--- src/rtl/cpu_bus_arbiter.sv ---
// cpu_bus_arbiter
// ----------------
// Merges the CPU core's instruction bus (read-only) and data bus (read/write)
// onto one system bus master port. Round-robin between the two masters, fully
// registered request/response paths, a per-transaction timeout and two
// saturating wait counters for debug.
//
// Ports
//   i_clock, i_reset                  clock, asynchronous active-high reset
//   i_ibus_request / o_ibus_ready     instruction master handshake
//   i_ibus_address / o_ibus_rdata     fetch address / fetch data
//   i_dbus_request / o_dbus_ready     data master handshake
//   i_dbus_rw, i_dbus_address,
//   i_dbus_wdata / o_dbus_rdata       data master direction, address, data
//   o_bus_request / i_bus_ready       system bus handshake
//   o_bus_rw, o_bus_address,
//   o_bus_wdata / i_bus_rdata         system bus direction, address, data
//   o_timeout                         sticky flag, set when a transaction aborts
//   o_ibus_wait, o_dbus_wait          cycles each master spent blocked
`timescale 1ns/1ps

module cpu_bus_arbiter #(
    parameter int unsigned  TIMEOUT       = 1024,
    parameter logic [31:0]  TIMEOUT_RDATA = 32'hDEADBEEF
) (
    input  logic        i_clock,
    input  logic        i_reset,
    input  logic        i_ibus_request,
    output logic        o_ibus_ready,
    input  logic [31:0] i_ibus_address,
    output logic [31:0] o_ibus_rdata,
    input  logic        i_dbus_rw,
    input  logic        i_dbus_request,
    output logic        o_dbus_ready,
    input  logic [31:0] i_dbus_address,
    input  logic [31:0] i_dbus_wdata,
    output logic [31:0] o_dbus_rdata,
    output logic        o_bus_rw,
    output logic        o_bus_request,
    input  logic        i_bus_ready,
    output logic [31:0] o_bus_address,
    input  logic [31:0] i_bus_rdata,
    output logic [31:0] o_bus_wdata,
    output logic        o_timeout,
    output logic [31:0] o_ibus_wait,
    output logic [31:0] o_dbus_wait
);

    typedef enum logic [1:0] {ST_IDLE, ST_GRANT, ST_ACK} state_t;

    localparam logic GNT_IBUS = 1'b0;
    localparam logic GNT_DBUS = 1'b1;

    localparam bit          TIMEOUT_EN   = (TIMEOUT != 0);
    // Abort happens at the end of the TIMEOUT-th GRANT cycle, when the
    // counter still holds TIMEOUT-1.
    localparam logic [31:0] TIMEOUT_LAST = TIMEOUT_EN ? 32'(TIMEOUT - 1) : 32'd0;

    state_t      state_q, state_d;
    // Doubles as the owner of the transaction in flight during GRANT/ACK.
    logic        last_grant_q, last_grant_d;
    logic        bus_request_q, bus_request_d;
    logic        bus_rw_q, bus_rw_d;
    logic [31:0] bus_address_q, bus_address_d;
    logic [31:0] bus_wdata_q, bus_wdata_d;
    logic        ibus_ready_q, ibus_ready_d;
    logic        dbus_ready_q, dbus_ready_d;
    logic [31:0] ibus_rdata_q, ibus_rdata_d;
    logic [31:0] dbus_rdata_q, dbus_rdata_d;
    logic        timeout_q, timeout_d;
    logic [31:0] tcount_q, tcount_d;
    logic [31:0] ibus_wait_q, ibus_wait_d;
    logic [31:0] dbus_wait_q, dbus_wait_d;

    logic        pick_dbus;
    logic        complete;
    logic [31:0] complete_rdata;
    logic        ibus_blocked;
    logic        dbus_blocked;

    always_comb begin
        state_d        = state_q;
        last_grant_d   = last_grant_q;
        bus_request_d  = bus_request_q;
        bus_rw_d       = bus_rw_q;
        bus_address_d  = bus_address_q;
        bus_wdata_d    = bus_wdata_q;
        ibus_ready_d   = 1'b0;
        dbus_ready_d   = 1'b0;
        ibus_rdata_d   = ibus_rdata_q;
        dbus_rdata_d   = dbus_rdata_q;
        timeout_d      = timeout_q;
        tcount_d       = tcount_q;
        pick_dbus      = 1'b0;
        complete       = 1'b0;
        complete_rdata = i_bus_rdata;
        ibus_blocked   = 1'b0;
        dbus_blocked   = 1'b0;

        case (state_q)
            ST_IDLE: begin
                if (i_ibus_request || i_dbus_request) begin
                    // On a tie the master that did not win last time goes next.
                    pick_dbus     = i_dbus_request &&
                                    (!i_ibus_request || (last_grant_q == GNT_IBUS));
                    last_grant_d  = pick_dbus ? GNT_DBUS : GNT_IBUS;
                    state_d       = ST_GRANT;
                    bus_request_d = 1'b1;
                    tcount_d      = 32'd0;
                    if (pick_dbus) begin
                        bus_rw_d      = i_dbus_rw;
                        bus_address_d = i_dbus_address;
                        bus_wdata_d   = i_dbus_wdata;
                        ibus_blocked  = i_ibus_request;
                    end else begin
                        bus_rw_d      = 1'b0;
                        bus_address_d = i_ibus_address;
                        bus_wdata_d   = 32'd0;
                        dbus_blocked  = i_dbus_request;
                    end
                end
            end
            ST_GRANT: begin
                tcount_d = tcount_q + 32'd1;
                // A ready on the expiry cycle wins over the timeout.
                if (i_bus_ready) begin
                    complete = 1'b1;
                end else if (TIMEOUT_EN && (tcount_q == TIMEOUT_LAST)) begin
                    complete       = 1'b1;
                    complete_rdata = TIMEOUT_RDATA;
                    timeout_d      = 1'b1;
                end
                if (complete) begin
                    bus_request_d = 1'b0;
                    state_d       = ST_ACK;
                    if (last_grant_q == GNT_DBUS) begin
                        dbus_ready_d = 1'b1;
                        dbus_rdata_d = complete_rdata;
                    end else begin
                        ibus_ready_d = 1'b1;
                        ibus_rdata_d = complete_rdata;
                    end
                end
                ibus_blocked = i_ibus_request && (last_grant_q == GNT_DBUS);
                dbus_blocked = i_dbus_request && (last_grant_q == GNT_IBUS);
            end
            ST_ACK: begin
                tcount_d     = 32'd0;
                state_d      = ST_IDLE;
                ibus_blocked = i_ibus_request && (last_grant_q == GNT_DBUS);
                dbus_blocked = i_dbus_request && (last_grant_q == GNT_IBUS);
            end
            default: begin
                state_d = ST_IDLE;
            end
        endcase

        ibus_wait_d = ibus_wait_q;
        dbus_wait_d = dbus_wait_q;
        if (ibus_blocked && (ibus_wait_q != 32'hFFFF_FFFF)) begin
            ibus_wait_d = ibus_wait_q + 32'd1;
        end
        if (dbus_blocked && (dbus_wait_q != 32'hFFFF_FFFF)) begin
            dbus_wait_d = dbus_wait_q + 32'd1;
        end
    end

    always_ff @(posedge i_clock or posedge i_reset) begin
        if (i_reset) begin
            state_q       <= ST_IDLE;
            last_grant_q  <= GNT_IBUS;
            bus_request_q <= 1'b0;
            bus_rw_q      <= 1'b0;
            bus_address_q <= 32'd0;
            bus_wdata_q   <= 32'd0;
            ibus_ready_q  <= 1'b0;
            dbus_ready_q  <= 1'b0;
            ibus_rdata_q  <= 32'd0;
            dbus_rdata_q  <= 32'd0;
            timeout_q     <= 1'b0;
            tcount_q      <= 32'd0;
            ibus_wait_q   <= 32'd0;
            dbus_wait_q   <= 32'd0;
        end else begin
            state_q       <= state_d;
            last_grant_q  <= last_grant_d;
            bus_request_q <= bus_request_d;
            bus_rw_q      <= bus_rw_d;
            bus_address_q <= bus_address_d;
            bus_wdata_q   <= bus_wdata_d;
            ibus_ready_q  <= ibus_ready_d;
            dbus_ready_q  <= dbus_ready_d;
            ibus_rdata_q  <= ibus_rdata_d;
            dbus_rdata_q  <= dbus_rdata_d;
            timeout_q     <= timeout_d;
            tcount_q      <= tcount_d;
            ibus_wait_q   <= ibus_wait_d;
            dbus_wait_q   <= dbus_wait_d;
        end
    end

    assign o_ibus_ready  = ibus_ready_q;
    assign o_ibus_rdata  = ibus_rdata_q;
    assign o_dbus_ready  = dbus_ready_q;
    assign o_dbus_rdata  = dbus_rdata_q;
    assign o_bus_rw      = bus_rw_q;
    assign o_bus_request = bus_request_q;
    assign o_bus_address = bus_address_q;
    assign o_bus_wdata   = bus_wdata_q;
    assign o_timeout     = timeout_q;
    assign o_ibus_wait   = ibus_wait_q;
    assign o_dbus_wait   = dbus_wait_q;

endmodule
--- config.mk ---
export PLATFORM = sky130hd
export DESIGN_NAME = cpu_bus_arbiter
export DESIGN_NICKNAME = d
export VERILOG_FILES = /design/src/rtl/cpu_bus_arbiter.sv
export SDC_FILE = /design/constraint.sdc
export NUM_CORES = 1
export LEC_CHECK = 0
export BUFFER_PORTS_ARGS = -buffer_cell sky130_fd_sc_hd__buf_2
export CORE_MARGIN = 5
export CORE_UTILIZATION = 47
export DETAILED_ROUTE_END_ITERATION = 8
export MAX_ROUTING_LAYER = met4
export PLACE_DENSITY = 0.79
export SYNTH_ARGS = -nofsm -noshare
export SYNTH_HDL_FRONTEND = slang
export SYNTH_SLANG_ARGS = --single-unit
--- constraint.sdc ---
create_clock -name i_clock -period 8.5 [get_ports i_clock]
set_clock_uncertainty 0.15 [all_clocks]
set_input_delay 1.275 -clock i_clock [delete_from_list [all_inputs] [get_ports i_clock]]
set_output_delay 1.275 -clock i_clock [all_outputs]
set_load 0.05 [all_outputs]
Yosys cells after proc, flatten, opt, wreduce, memory -nomap -nowiden --
Index checks and enable logic that the tools add are counted.
Storage, ports and cells: register bits after elaboration 232
Operators by class: reductions and logical operators 19, multiplexer cells 29, bitwise operators 2, add/subtract/negate cells 3, eq/ne operators 7
Operators with widths (number):
- 32-bit 2-to-1 mux | 5
- 32-bit by 1-bit adder with 32-bit output, second input constant | 3
- 32-bit one-hot mux with 3 select lines | 1
- 32-bit inequality test, second input constant | 2
- 32-bit by 10-bit == test with 1-bit output, second input constant | 1
- 1-bit 2-to-1 mux | 17
- 3-bit AND reduction | 4
- 1-bit one-hot mux with 2 select lines | 3
- 2-bit AND reduction | 3
- 1-bit logical AND | 5
- 2-bit 2-to-1 mux | 2
- 2-bit inequality test, second input constant | 2
- 2-bit one-hot mux with 2 select lines | 1
- 3-bit nonzero test | 1
- 2-bit by 1-bit == test with 1-bit output, second input constant | 1
- 2-bit == test, second input constant | 1
- 2-bit logical NOT | 1
- 1-bit logical OR | 2
- 1-bit NOT | 2
- 2-bit nonzero test | 1
- 2-bit OR reduction | 1
- 1-bit logical NOT | 1

Longest topological paths before layout --
depth in word-level cells 7, mapped depth 9, gate-level depth less buffers 8

Least setup slack after synthesis --
Ideal clock, no wire load.
path type input -> register, from in i_ibus_request, to reg tcount_q[27], stages on the path 8, setup time 0.137 ns, data required time 8.213 ns, path slack 5.175 ns, data arrival time 3.038 ns, cells stage by stage clkbuf_1 > nor3b_1 > nor4_1 > and3_1 > clkbuf_1 > nand4_1 > xor2_1 > nor2_1
On the way: word-level cells in the longest chain between the ends 3
RTL lines:
- from (decl) | RTL line 28 | input logic i_ibus_request,
- 1-bit logical OR | RTL line 102 | if (i_ibus_request || i_dbus_request) begin
- 2-bit inequality test (no line)
- 2-bit AND reduction (no line)
- to (signal assigned) | RTL line 196 | tcount_q <= tcount_d;
- to (decl) | RTL line 71 | logic [31:0] tcount_q, tcount_d;
Every way passes these cells. A chain may end at the register's enable or synchronous reset.

Final worst setup path --
from in i_dbus_request, to reg bus_wdata_q[25], in the netlist o_bus_wdata[25]
On the way: word-level cells in the longest chain between the ends 2
RTL lines:
- from (decl) | RTL line 33 | input logic i_dbus_request,
- 1-bit logical AND or 1-bit logical OR (tied branches) | RTL line 104, 102
- 32-bit 2-to-1 mux or 2-bit AND reduction (tied branches)
- to (signal assigned) | RTL line 190 | bus_wdata_q <= bus_wdata_d;
- to (decl) | RTL line 65 | logic [31:0] bus_wdata_q, bus_wdata_d;
Several ways; a longest one is shown, not always the timed one.

==> impl_results.md <==
- Initial Util: 47.6%
- Worst relative slew slack: 16.5%
- Worst setup SP type: primary input
- Largest stage delay on the critical path: 1020 ps
- Layout fillers: 1726
- Setup TNS: 0 ps
- Syn Inst Count: 872
- DR vias/cell: 5.41
- Outcome: completed
- Largest net degree at the start of global routing: 99
- Detailed-route wire length per cell: 18.3 um
- Clk root buf: clkbuf_16
- Worst vdd ir: 0.273 mV
- Post-CTS setup buffer count: 0
- Core box area: 21000 um^2
- Asr flop ratio synth: 100%
- WS Path Type: primary input to register
- CP Data Required Time: 8790 ps
- DRC viols: 0
- DIE HEIGHT: 156 um
- Cts repair resizes: 0
- Routability cong.: 0.836
- Num ports: 331
- Crit path DAT: 3400 ps
- Syn Area/Cell: 11.5 um^2
- First-pass GRT wire length: 42700 um
- Count leader, synth: dfrtp_1
- Area leader, netlist: dfrtp_1
- Ant diodes: 0
- Worst setup EP type: register
- Max-slew violation count: 0
- Area growth from synthesis to layout: 26.6%
- Register area share after synthesis: 58.0%
- Total Wirelength: 27100 um
- Routed via count: 8033
- DPL Wire Length: 19300 um
- Cts hold-fix bufs: 0
- Ys flop type: dfrtp_1
- Layout cells sized above 1: 33.1%
- P_leak: 6.29 nW
- Clock transition at path regs: 60 ps
- Row cnt: 53
- Pwr Density: 393 nW/um^2
- Tmin final: 3110 ps
- Yosys reg bits: 232
- Syn Nets: 1012
- H-Tree Depth: 1
- Mapped Area: 10000 um^2
- Number of synthesized flops with an enable pin: 0
- Yosys warnings: 0
- Worst Max-Slew Pin Slew: 1250 ps
- Initial antenna violation count: 0
- Total GRT Usage: 22.2%
- Final core occ: 60.3%
- Final setup fails: 0
- Min Hold Slack: 316 ps
- Unrepaired setup endpoints after global routing: false
- CP max FO: 34
- Worst path slowest cell: and2_1
- CTS tree: yes
- Top-area cell type share of the netlist area: 58.0%
- Distinct cells, synth: 51
- DR iter-0 viols: 370
- CTS buffer count: 25
- Synth cell count leaders: dfrtp_1, nand2_1, nor2_1, xnor2_1, nand3_1
- Die area: 24300 um^2
- DP Cell Count: 1439
- Top delay family on crit path: simple AND/OR/NAND/NOR gates
- DRT antenna net count: 0
- MaxCap Viol Count: 0
- Clock Latency Late Sink: 520 ps
- Die X: 156 um
- Final hold violations: 0
- Congestion Overflow GR: 0
- Cell Chain, Critical Path: buf_2 -> inv_1 -> a21oi_4 -> buf_4 -> and2_1 -> a22o_1
- Non-filler cells in the finished layout: 1485
- Clk buf depth: 3
- Clk sink count: 232
- Min-Delay Path Class: register to register
- Port Buffers: 330
- Final worst path period share: 36.6%
- FMAX: 321 MHz
- Vias in the first global route: 8224
- Buf/Inv on CP: 3
- Nets: 1331
- Largest cells by area after synthesis: dfrtp_1, xnor2_1, a2bb2oi_1
- DRT Pass-1 Iters: 4
==> cell usage in the layout (no fill, tap or decap), drive strengths merged, types with 5 or more instances in the layout <==
| master | count |
|---|---|
| and3 | 19 |
| a2bb2oi | 48 |
| buf | 337 |
| nand2 | 78 |
| xnor2 | 48 |
| nand4 | 30 |
| inv | 15 |
| nor2b | 5 |
| and4 | 9 |
| ha | 6 |
| dfrtp | 232 |
| a32o | 16 |
| nor4 | 7 |
| nor2 | 67 |
| and2 | 6 |
| nand3 | 42 |
| a22o | 35 |
| o21ai | 38 |
| nor3 | 14 |
| mux2i | 33 |
| xor2 | 36 |
| a21oi | 10 |
| clkbuf | 38 |
==> metal layers <==
layer  vias up  global-route usage [%]  part of all wire [%]
met5         -                       -                     0
met1      3876                    30.1                    42
li1       3774                       -                     -
met3        55                    3.97                   7.9
met4         0                    6.54                   2.8
met2       328                    34.4                    47
==> per-stage QoR <==
| stage | power (mW) | setup WS, ps | instance area, um^2 |
|---|---|---|---|
| after global placement | 3.94 | 4960 | 11900 |
| after floorplan | 3.40 | 714 | 10000 |
| after detailed placement | 3.98 | 4810 | 11900 |
| after global routing | 5.23 | 5240 | 12700 |
| final | 4.99 | 5390 | 12700 |
| after CTS | 5.03 | 5360 | 12700 |
==> worst register-to-register path: cells and delay by family, from the launching register on <==
| family | cells | cell delay (ps) |
|---|---|---|
| adders and majority gates | 1 | 330 |
| and+or+nand+nor | 3 | 720 |
| DFF | 1 | 460 |
| AOI/OAI and AO/OA | 1 | 1030 |
| xor gates and xnor gates | 1 | 210 |
==> flip-flops by register name, indices dropped and copies added (netlist names) <==
| register | flops |
|---|---|
| o_ibus_ready | 1 |
| o_dbus_ready | 1 |
| o_bus_address | 32 |
| o_dbus_wait | 32 |
| o_ibus_rdata | 32 |
| o_dbus_rdata | 32 |
| state_q | 2 |
| o_timeout | 1 |
| tcount_q | 32 |
| o_bus_rw | 1 |
| last_grant_q | 1 |
| o_bus_request | 1 |
| o_ibus_wait | 32 |
| o_bus_wdata | 32 |
==> report_power, final <==
group          switching (mW)  internal, mW  total (mW)  leakage, nW
Sequential              0.215          1.43        1.65         2.94
Clock                   0.431         0.598        1.03        0.377
Combinational            1.73         0.581        2.31         2.97
Total                    2.37          2.61        4.99         6.29
==> cell families after synthesis <==
group	count (synthesis)	synth area share, %
mux	35	3.53
simple gates	293	14.6
compound gates	162	13.0
buf+inv	60	2.81
flops	232	58.0
xor+xnor	84	7.35
fa+ha+maj	6	0.750
==> layout make-up <==
class / count / area, um^2 / share of cell area (%)
Inverter: 15 / 73.8 / 0.582
Clock inverter: 8 / 57.6 / 0.454
Clock buffer: 38 / 734 / 5.79
Sequential cell: 232 / 5810 / 45.8
Tap cell: 275 / 344 / 2.71
Timing Repair Buffer: 337 / 1700 / 13.4
Multi-Input combinational cell: 580 / 3960 / 31.2
==> final timing paths <==
path	start	to	slack [ps]	depth (start not counted)
max	i_dbus_request	o_bus_wdata[25]	5390	6
min	o_timeout	o_timeout	320	1
max in group asynchronous	i_reset	o_ibus_rdata[23]	6160	3
min in group asynchronous	i_reset	o_dbus_wait[22]	690	2
min reg2reg	o_timeout	o_timeout	320	1
max reg2reg	o_dbus_wait[0]	o_dbus_wait[31]	5480	6
No activity file was read; power rests on OpenSTA's default activity.
